File: src/rtl/vga_pkg.sv
// Shared VGA definitions: 800x600 timing constants, RGB444 pixel type and
// the pixel feeder state encoding.
package vga_pkg;

  localparam int H_ACTIVE = 800;
  localparam int H_FRONT  = 40;
  localparam int H_SYNC   = 128;
  localparam int H_BACK   = 88;
  localparam int H_TOTAL  = H_ACTIVE + H_FRONT + H_SYNC + H_BACK;

  localparam int V_ACTIVE = 600;
  localparam int V_FRONT  = 1;
  localparam int V_SYNC   = 4;
  localparam int V_BACK   = 23;
  localparam int V_TOTAL  = V_ACTIVE + V_FRONT + V_SYNC + V_BACK;

  typedef struct packed {
    logic [3:0] r;
    logic [3:0] g;
    logic [3:0] b;
  } pixel_t;

  typedef enum logic [1:0] {
    IDLE = 2'd0,
    FILL = 2'd1,
    RUN  = 2'd2
  } feeder_state_t;

endpackage

File: src/rtl/vga_pixel_feeder_sync_fifo.sv
// Synchronous FIFO with show-ahead head, push/pop/flush and occupancy output.
module sync_fifo #(
  parameter  int WIDTH = 12,
  parameter  int DEPTH = 16,
  localparam int AW    = $clog2(DEPTH),
  localparam int LW    = AW + 1
) (
  input  logic             MAX10_CLK1_50,
  input  logic             RESET,
  input  logic             push,
  input  logic             pop,
  input  logic             flush,
  input  logic [WIDTH-1:0] din,
  output logic [WIDTH-1:0] head,
  output logic             empty,
  output logic             full,
  output logic [LW-1:0]    level
);

  logic [WIDTH-1:0] mem [DEPTH];
  logic [AW-1:0]    rd_ptr;
  logic [AW-1:0]    wr_ptr;
  logic             do_push;
  logic             do_pop;

  assign empty   = (level == '0);
  assign full    = (level == LW'(DEPTH));
  assign head    = mem[rd_ptr];
  assign do_push = push && !flush;
  assign do_pop  = pop && !flush && !empty;

  always_ff @(posedge MAX10_CLK1_50 or posedge RESET) begin
    if (RESET) begin
      rd_ptr <= '0;
      wr_ptr <= '0;
      level  <= '0;
    end else if (flush) begin
      rd_ptr <= '0;
      wr_ptr <= '0;
      level  <= '0;
    end else begin
      if (do_push) wr_ptr <= wr_ptr + AW'(1);
      if (do_pop)  rd_ptr <= rd_ptr + AW'(1);
      level <= level + LW'(do_push) - LW'(do_pop);
    end
  end

  always_ff @(posedge MAX10_CLK1_50) begin
    if (do_push) mem[wr_ptr] <= din;
  end

  // The feeder's issue rule reserves a slot for every word in flight.
  a_no_overflow: assert property (@(posedge MAX10_CLK1_50) disable iff (RESET)
    !(do_push && full && !do_pop));

endmodule

File: src/rtl/vga_pixel_feeder.sv
// Framebuffer prefetcher feeding one RGB444 pixel per request to the VGA timing stage.
// Optional VGA_FEEDER_UFLOW_CNT_EN adds a saturating underflow counter output uflow_cnt.
//
//   state | meaning
//   IDLE  | no reads, waiting for the first frame_start
//   FILL  | prefetching after a flush until the FIFO is full
//   RUN   | steady streaming, topping up the FIFO as pixels are consumed
module vga_pixel_feeder
  import vga_pkg::*;
#(
  parameter  int H_ACTIVE    = vga_pkg::H_ACTIVE,
  parameter  int V_ACTIVE    = vga_pkg::V_ACTIVE,
  parameter  int ADDR_W      = 19,
  parameter  int PIX_W       = 12,
  parameter  int FIFO_DEPTH  = 16,
  parameter  int MEM_LATENCY = 2,
  localparam int LVL_W       = $clog2(FIFO_DEPTH) + 1
) (
  input  logic              MAX10_CLK1_50,
  input  logic              RESET,
  input  logic              frame_start,
  input  logic              pix_req,
  output logic [PIX_W-1:0]  pix_data,
  output logic              pix_valid,
  output logic              mem_rd,
  output logic [ADDR_W-1:0] mem_addr,
  input  logic [PIX_W-1:0]  mem_rdata,
  output logic              underflow,
  output logic [LVL_W-1:0]  fifo_level
`ifdef VGA_FEEDER_UFLOW_CNT_EN
  ,
  output logic [15:0]       uflow_cnt
`endif
);

  localparam logic [ADDR_W-1:0] ADDR_LAST = ADDR_W'(H_ACTIVE * V_ACTIVE - 1);

  feeder_state_t          state_q;
  feeder_state_t          state_d;
  logic [ADDR_W-1:0]      addr_q;
  logic [LVL_W-1:0]       inflight_q;
  logic [LVL_W-1:0]       drop_q;
  logic [MEM_LATENCY-1:0] ret_sr;
  logic                   ret;
  logic                   issue;
  logic                   space;
  logic                   fifo_push;
  logic                   fifo_pop;
  logic                   fifo_empty;
  logic                   fifo_full;
  logic                   underflow_evt;
  logic [PIX_W-1:0]       fifo_head;

  assign ret           = ret_sr[MEM_LATENCY-1];
  assign space         = ({1'b0, fifo_level} + {1'b0, inflight_q}) < (LVL_W + 1)'(FIFO_DEPTH);
  assign fifo_push     = ret && (drop_q == '0);
  assign fifo_pop      = pix_req && !frame_start && !fifo_empty;
  assign underflow_evt = pix_req && !frame_start && fifo_empty;
  assign mem_rd        = issue;
  assign mem_addr      = addr_q;

  // frame_start flushes in every state; in IDLE there is nothing to flush.
  sync_fifo #(
    .WIDTH (PIX_W),
    .DEPTH (FIFO_DEPTH)
  ) u_fifo (
    .MAX10_CLK1_50 (MAX10_CLK1_50),
    .RESET         (RESET),
    .push          (fifo_push),
    .pop           (fifo_pop),
    .flush         (frame_start),
    .din           (mem_rdata),
    .head          (fifo_head),
    .empty         (fifo_empty),
    .full          (fifo_full),
    .level         (fifo_level)
  );

  always_comb begin
    state_d = state_q;
    issue   = 1'b0;
    unique case (state_q)
      IDLE: if (frame_start) state_d = FILL;
      FILL: begin
        if (frame_start) begin
          state_d = FILL;
        end else begin
          issue = space;
          if (fifo_full) state_d = RUN;
        end
      end
      RUN: begin
        if (frame_start) state_d = FILL;
        else             issue   = space;
      end
      default: state_d = IDLE;
    endcase
  end

  always_ff @(posedge MAX10_CLK1_50 or posedge RESET) begin
    if (RESET) begin
      state_q    <= IDLE;
      addr_q     <= '0;
      inflight_q <= '0;
      drop_q     <= '0;
      ret_sr     <= '0;
      pix_data   <= '0;
      pix_valid  <= 1'b0;
      underflow  <= 1'b0;
    end else begin
      state_q    <= state_d;
      ret_sr     <= (ret_sr << 1) | MEM_LATENCY'(issue);
      inflight_q <= inflight_q + LVL_W'(issue) - LVL_W'(ret);
      pix_valid  <= pix_req;
      if (pix_req) pix_data <= (frame_start || fifo_empty) ? '0 : fifo_head;
      if (frame_start) begin
        // A word returning on the flush cycle is already discarded by the flush.
        addr_q    <= '0;
        drop_q    <= inflight_q - LVL_W'(ret);
        underflow <= 1'b0;
      end else begin
        if (issue) addr_q <= (addr_q == ADDR_LAST) ? '0 : addr_q + ADDR_W'(1);
        if (ret && (drop_q != '0)) drop_q <= drop_q - LVL_W'(1);
        if (underflow_evt) underflow <= 1'b1;
      end
    end
  end

`ifdef VGA_FEEDER_UFLOW_CNT_EN
  always_ff @(posedge MAX10_CLK1_50 or posedge RESET) begin
    if (RESET) begin
      uflow_cnt <= '0;
    end else if (underflow_evt && (uflow_cnt != 16'hFFFF)) begin
      uflow_cnt <= uflow_cnt + 16'd1;
    end
  end
`endif

endmodule
File: config.mk
export PLATFORM = sky130hd
export DESIGN_NAME = vga_pixel_feeder
export DESIGN_NICKNAME = d
export VERILOG_FILES = /design/src/rtl/vga_pkg.sv /design/src/rtl/vga_pixel_feeder_sync_fifo.sv /design/src/rtl/vga_pixel_feeder.sv
export SDC_FILE = /design/constraint.sdc
export NUM_CORES = 1
export LEC_CHECK = 0
export CAP_MARGIN = 20
export CORE_ASPECT_RATIO = 0.75
export CORE_MARGIN = 5
export CORE_UTILIZATION = 50
export DETAILED_ROUTE_END_ITERATION = 8
export GPL_TIMING_DRIVEN = 0
export PLACE_DENSITY = 0.68
export SLEW_MARGIN = 20
export SYNTH_ARGS = -nofsm -noshare
export SYNTH_HDL_FRONTEND = slang
export SYNTH_SLANG_ARGS = --single-unit
export TNS_END_PERCENT = 30
File: constraint.sdc
create_clock -name MAX10_CLK1_50 -period 4.6 [get_ports MAX10_CLK1_50]
set_input_delay 0.46 -clock MAX10_CLK1_50 [delete_from_list [all_inputs] [get_ports MAX10_CLK1_50]]
set_output_delay 0.46 -clock MAX10_CLK1_50 [all_outputs]
set_load 0.02 [all_outputs]
==> flow_metrics.py <==
metrics = {
    "status": {
        "run_status": "completed",
    },
    "clocking": {
        "postCtsResizedCells": 0,
        "htreeDepth": 1,
        "clk_transition_reported_paths_ps": 60,
        "cts-hold-fix-buffers": 0,
        "clock_latency_ps": 530,
        "cts-root-to-sink-buffers": 3,
        "root_buffer_selected_by_cts": "clkbuf_16",
        "numCtsBuffers": 25,
        "setup_buffers_after_cts": 0,
        "numClockSinks": 252,
        "cts_tree": "yes",
    },
    "global_routing": {
        "globalRoute.busiestLayer": "met2",
        "grt_use_met1": 0.284,
        "first_global_vias": 5906,
        "grt_use_total": 0.190,
        "grt_pass1_wl_um": 34400,
        "grt_max_degree": 52,
        "globalRoute.totalOverflow": 0,
        "grt_antenna_before_repair": 0,
        "grt_util_met3": 0.0345,
        "global_route.usage.met2": 0.298,
    },
    "placed_design": {
        "place.port_buffers": 54,
        "dpl.hpwl_um": 15100,
        "total_cell_area_at_the_placement_stage_sq_mm": 0.0116,
        "place.gp.congestion": 0.814,
        "place_worst_setup_slack_ps": 896,
    },
    "synthesis": {
        "yosysSeqAreaShare": 0.685,
        "synthesized_nets": 669,
        "netlist.area_leader.share": 0.543,
        "synth.lib_cells_used.distinct": 50,
        "async_reset_ff_frac": 0.238,
        "post_synthesis_cell_area_sq_mm": 0.0106,
        "count_of_flip_flops_with_a_built_in_enable_after_synthesis": 192,
        "synthesis.instances": 621,
        "netlist_top_cells_area": "edfxtp_1, dfrtp_1, mux4_2",
        "synth_warnings": 0,
        "synth.avg_cell_area_sq_um": 17.1,
        "synth_top_cell_by_area": "edfxtp_1",
        "yosys_register_bits": 252,
        "synth_flop_cell": "edfxtp_1",
    },
    "finish": {
        "area_growth_from_synthesis_to_final_layout_pct": 17.8,
        "antenna_cells_inserted": 0,
        "nNetsFinal": 756,
        "fin_area_sq_mm": 0.0125,
        "drive_gt1_frac": 0.193,
        "finalCoreUtilization": 0.595,
    },
    "worst_setup_path": {
        "path_class": "register to register",
        "worstPathRequired_ps": 4990,
        "critical_path.endpoint_type": "register",
        "critPathMaxFanout": 10,
        "critical_path_arrival_ps": 4040,
        "rr_startpoint": "u_fifo.level[3]$_DFF_PP0_",
        "worst_setup_path_startpoint": "u_fifo.level[3]$_DFF_PP0_",
        "kind_of_start_point_of_the_critical_path": "register",
    },
    "power_and_ir_drop": {
        "cellPowerDensity_mw_per_mm2": 500,
        "peakVddDrop_mv": 0.317,
        "power.leakage_uw": 0.00430,
    },
    "hold_path": {
        "hold_path_class": "input port to asynchronous set/reset pin",
    },
    "sta": {
        "count_of_final_setup_violators": 0,
        "timing.final.hold_violations": 0,
        "maxClockFrequency_mhz": 274,
        "hold_slack_ps": 182,
        "tightestPinTransition_ps": 889,
        "drv_slew": 0,
        "fin_skew_ps": 20.3,
        "grt_setup_unrepaired": "false",
        "relSlewSlack": 0.406,
        "fin_setup_tns_ps": 0,
        "crit_path_time_final_ps": 3650,
        "fin_crit_sh": 0.793,
        "final.setup.worst_slack_ps": 951,
    },
    "routing": {
        "route.final.wire_length_um": 22600,
        "firstDrtPassIters": 5,
        "drt_drc_violations_left": 0,
        "route.vias.total": 5862,
        "detail_route.wl_per_cell_um": 22.3,
        "detailedRoute.firstIterationViolations": 469,
        "via_per_inst": 5.78,
        "ant_nets": 0,
    },
    "die": {
        "rows": 46,
        "placeableCoreArea_sq_mm": 0.0210,
        "overall_die_area_sq_mm": 0.0243,
        "initial_core_util": 0.505,
        "die_width_um": 178,
        "fp.dieH_um": 136,
        "top_level_ports": 55,
    },
    "job": {
        "max_cap_violations": 0,
    },
}
-- worst paths after layout --
check | to | slack [ps] | depth (start not counted)
worst max-delay path | u_fifo.level[4]$_DFF_PP0_ | 950 | 15
worst min-delay path | mem_addr[18]$_DFFE_PP0P_ | 180 | 2
worst max register to register | u_fifo.level[4]$_DFF_PP0_ | 950 | 15
worst min register to register | ret_sr[1]$_DFF_PP0_ | 350 | 0
max in group asynchronous | pix_data[7]$_DFFE_PP0P_ | 3890 | 3
min in group MAX10_CLK1_50 | ret_sr[1]$_DFF_PP0_ | 350 | 0
-- where the power goes --
| group | leakage (uW) | internal, uW | total, uW | switching, uW |
|---|---|---|---|---|
| Clock | 0.000408 | 1250 | 2090 | 848 |
| Combinational | 0.00137 | 705 | 1440 | 740 |
| Sequential | 0.00252 | 2580 | 2710 | 130 |
-- layout by cell type (no fill, tap or decap), drive strengths merged, types with 13 or more instances in the layout --
master         Yosys  routed
edfxtp           192     192
mux4              60      60
dfrtp             60      60
clkdlybuf4s50      0      54
nor2              45      45
clkbuf            13      42
nand2             34      34
ha                30      30
inv               28      30
buf               10      16
a21oi             15      15
nand3             15      15
a22o              13      13
-- worst max-delay path, cell delays in order (launching register included) --
cell	delay, ps
dfrtp_1	430
inv_1	90
ha_1	160
nor4b_1	580
nand2b_1	220
nor2_1	110
clkbuf_1	350
ha_1	400
inv_1	40
ha_1	210
fa_1	410
a21oi_1	160
nor2_1	60
nor2_1	120
xnor2_1	130
nor2_1	50
-- final cells by class --
cell class	count	area, sq um
Buffer	23	129
Clock buffer	29	651
Clock inverter	17	204
Fill cell	1527	8510
Inverter	28	108
Multi-Input combinational cell	318	3150
Sequential cell	252	7270
Tap cell	288	360
Timing Repair Buffer	60	628
-- cells by family (layout without fill, tap and decap cells) --
| group | Yosys count | after routing | share of synthesized area |
|---|---|---|---|
| flip-flops | 252 | 252 | 0.685 |
| AND/OR/NAND/NOR | 141 | 141 | 0.0665 |
| multiplexers | 62 | 62 | 0.129 |
| AO/OA/AOI/OAI | 59 | 59 | 0.0386 |
| buffers and inverters | 51 | 157 | 0.0220 |
| adder cells (fa/ha/maj) | 32 | 32 | 0.0391 |
| XOR/XNOR | 24 | 24 | 0.0198 |
-- metrics by stage --
step           total power, uW  cells
5_1_grt                   6550   1015
2_1_floorplan             3750    621
4_1_cts                   6310   1015
3_5_place_dp              4210    969
6_report                  6250   1015
3_3_place_gp              4150    963
-- flip-flops by register name (all words and copies together) (netlist names) --
signal,flops
pix_valid,1
u_fifo.level,5
pix_data,12
inflight_q,5
u_fifo.rd_ptr,4
u_fifo.mem,192
underflow,1
drop_q,5
state_q,2
ret_sr,2
u_fifo.wr_ptr,4
mem_addr,19
-- Yosys cell counts (all sizes together) (3+ instances only) --
cell type,count
a21o,4
a21oi,15
a22o,13
and3,3
buf,10
clkbuf,13
dfrtp,60
edfxtp,192
ha,30
inv,28
mux4,60
nand2,34
nand2b,4
nand3,15
nand3b,3
nand4,7
nor2,45
nor2b,4
nor3,3
nor4,6
nor4b,3
o21ai,10
o31ai,4
o32ai,3
or3,4
xnor2,12
xor2,12
-- per-layer routing --
metal | up-vias | wire (um)
met5 | - | 0
met4 | 0 | 383
met3 | 25 | 1660
met2 | 228 | 10600
met1 | 3010 | 9990
li1 | 2599 | -
No activity file was read; power rests on OpenSTA's default activity.
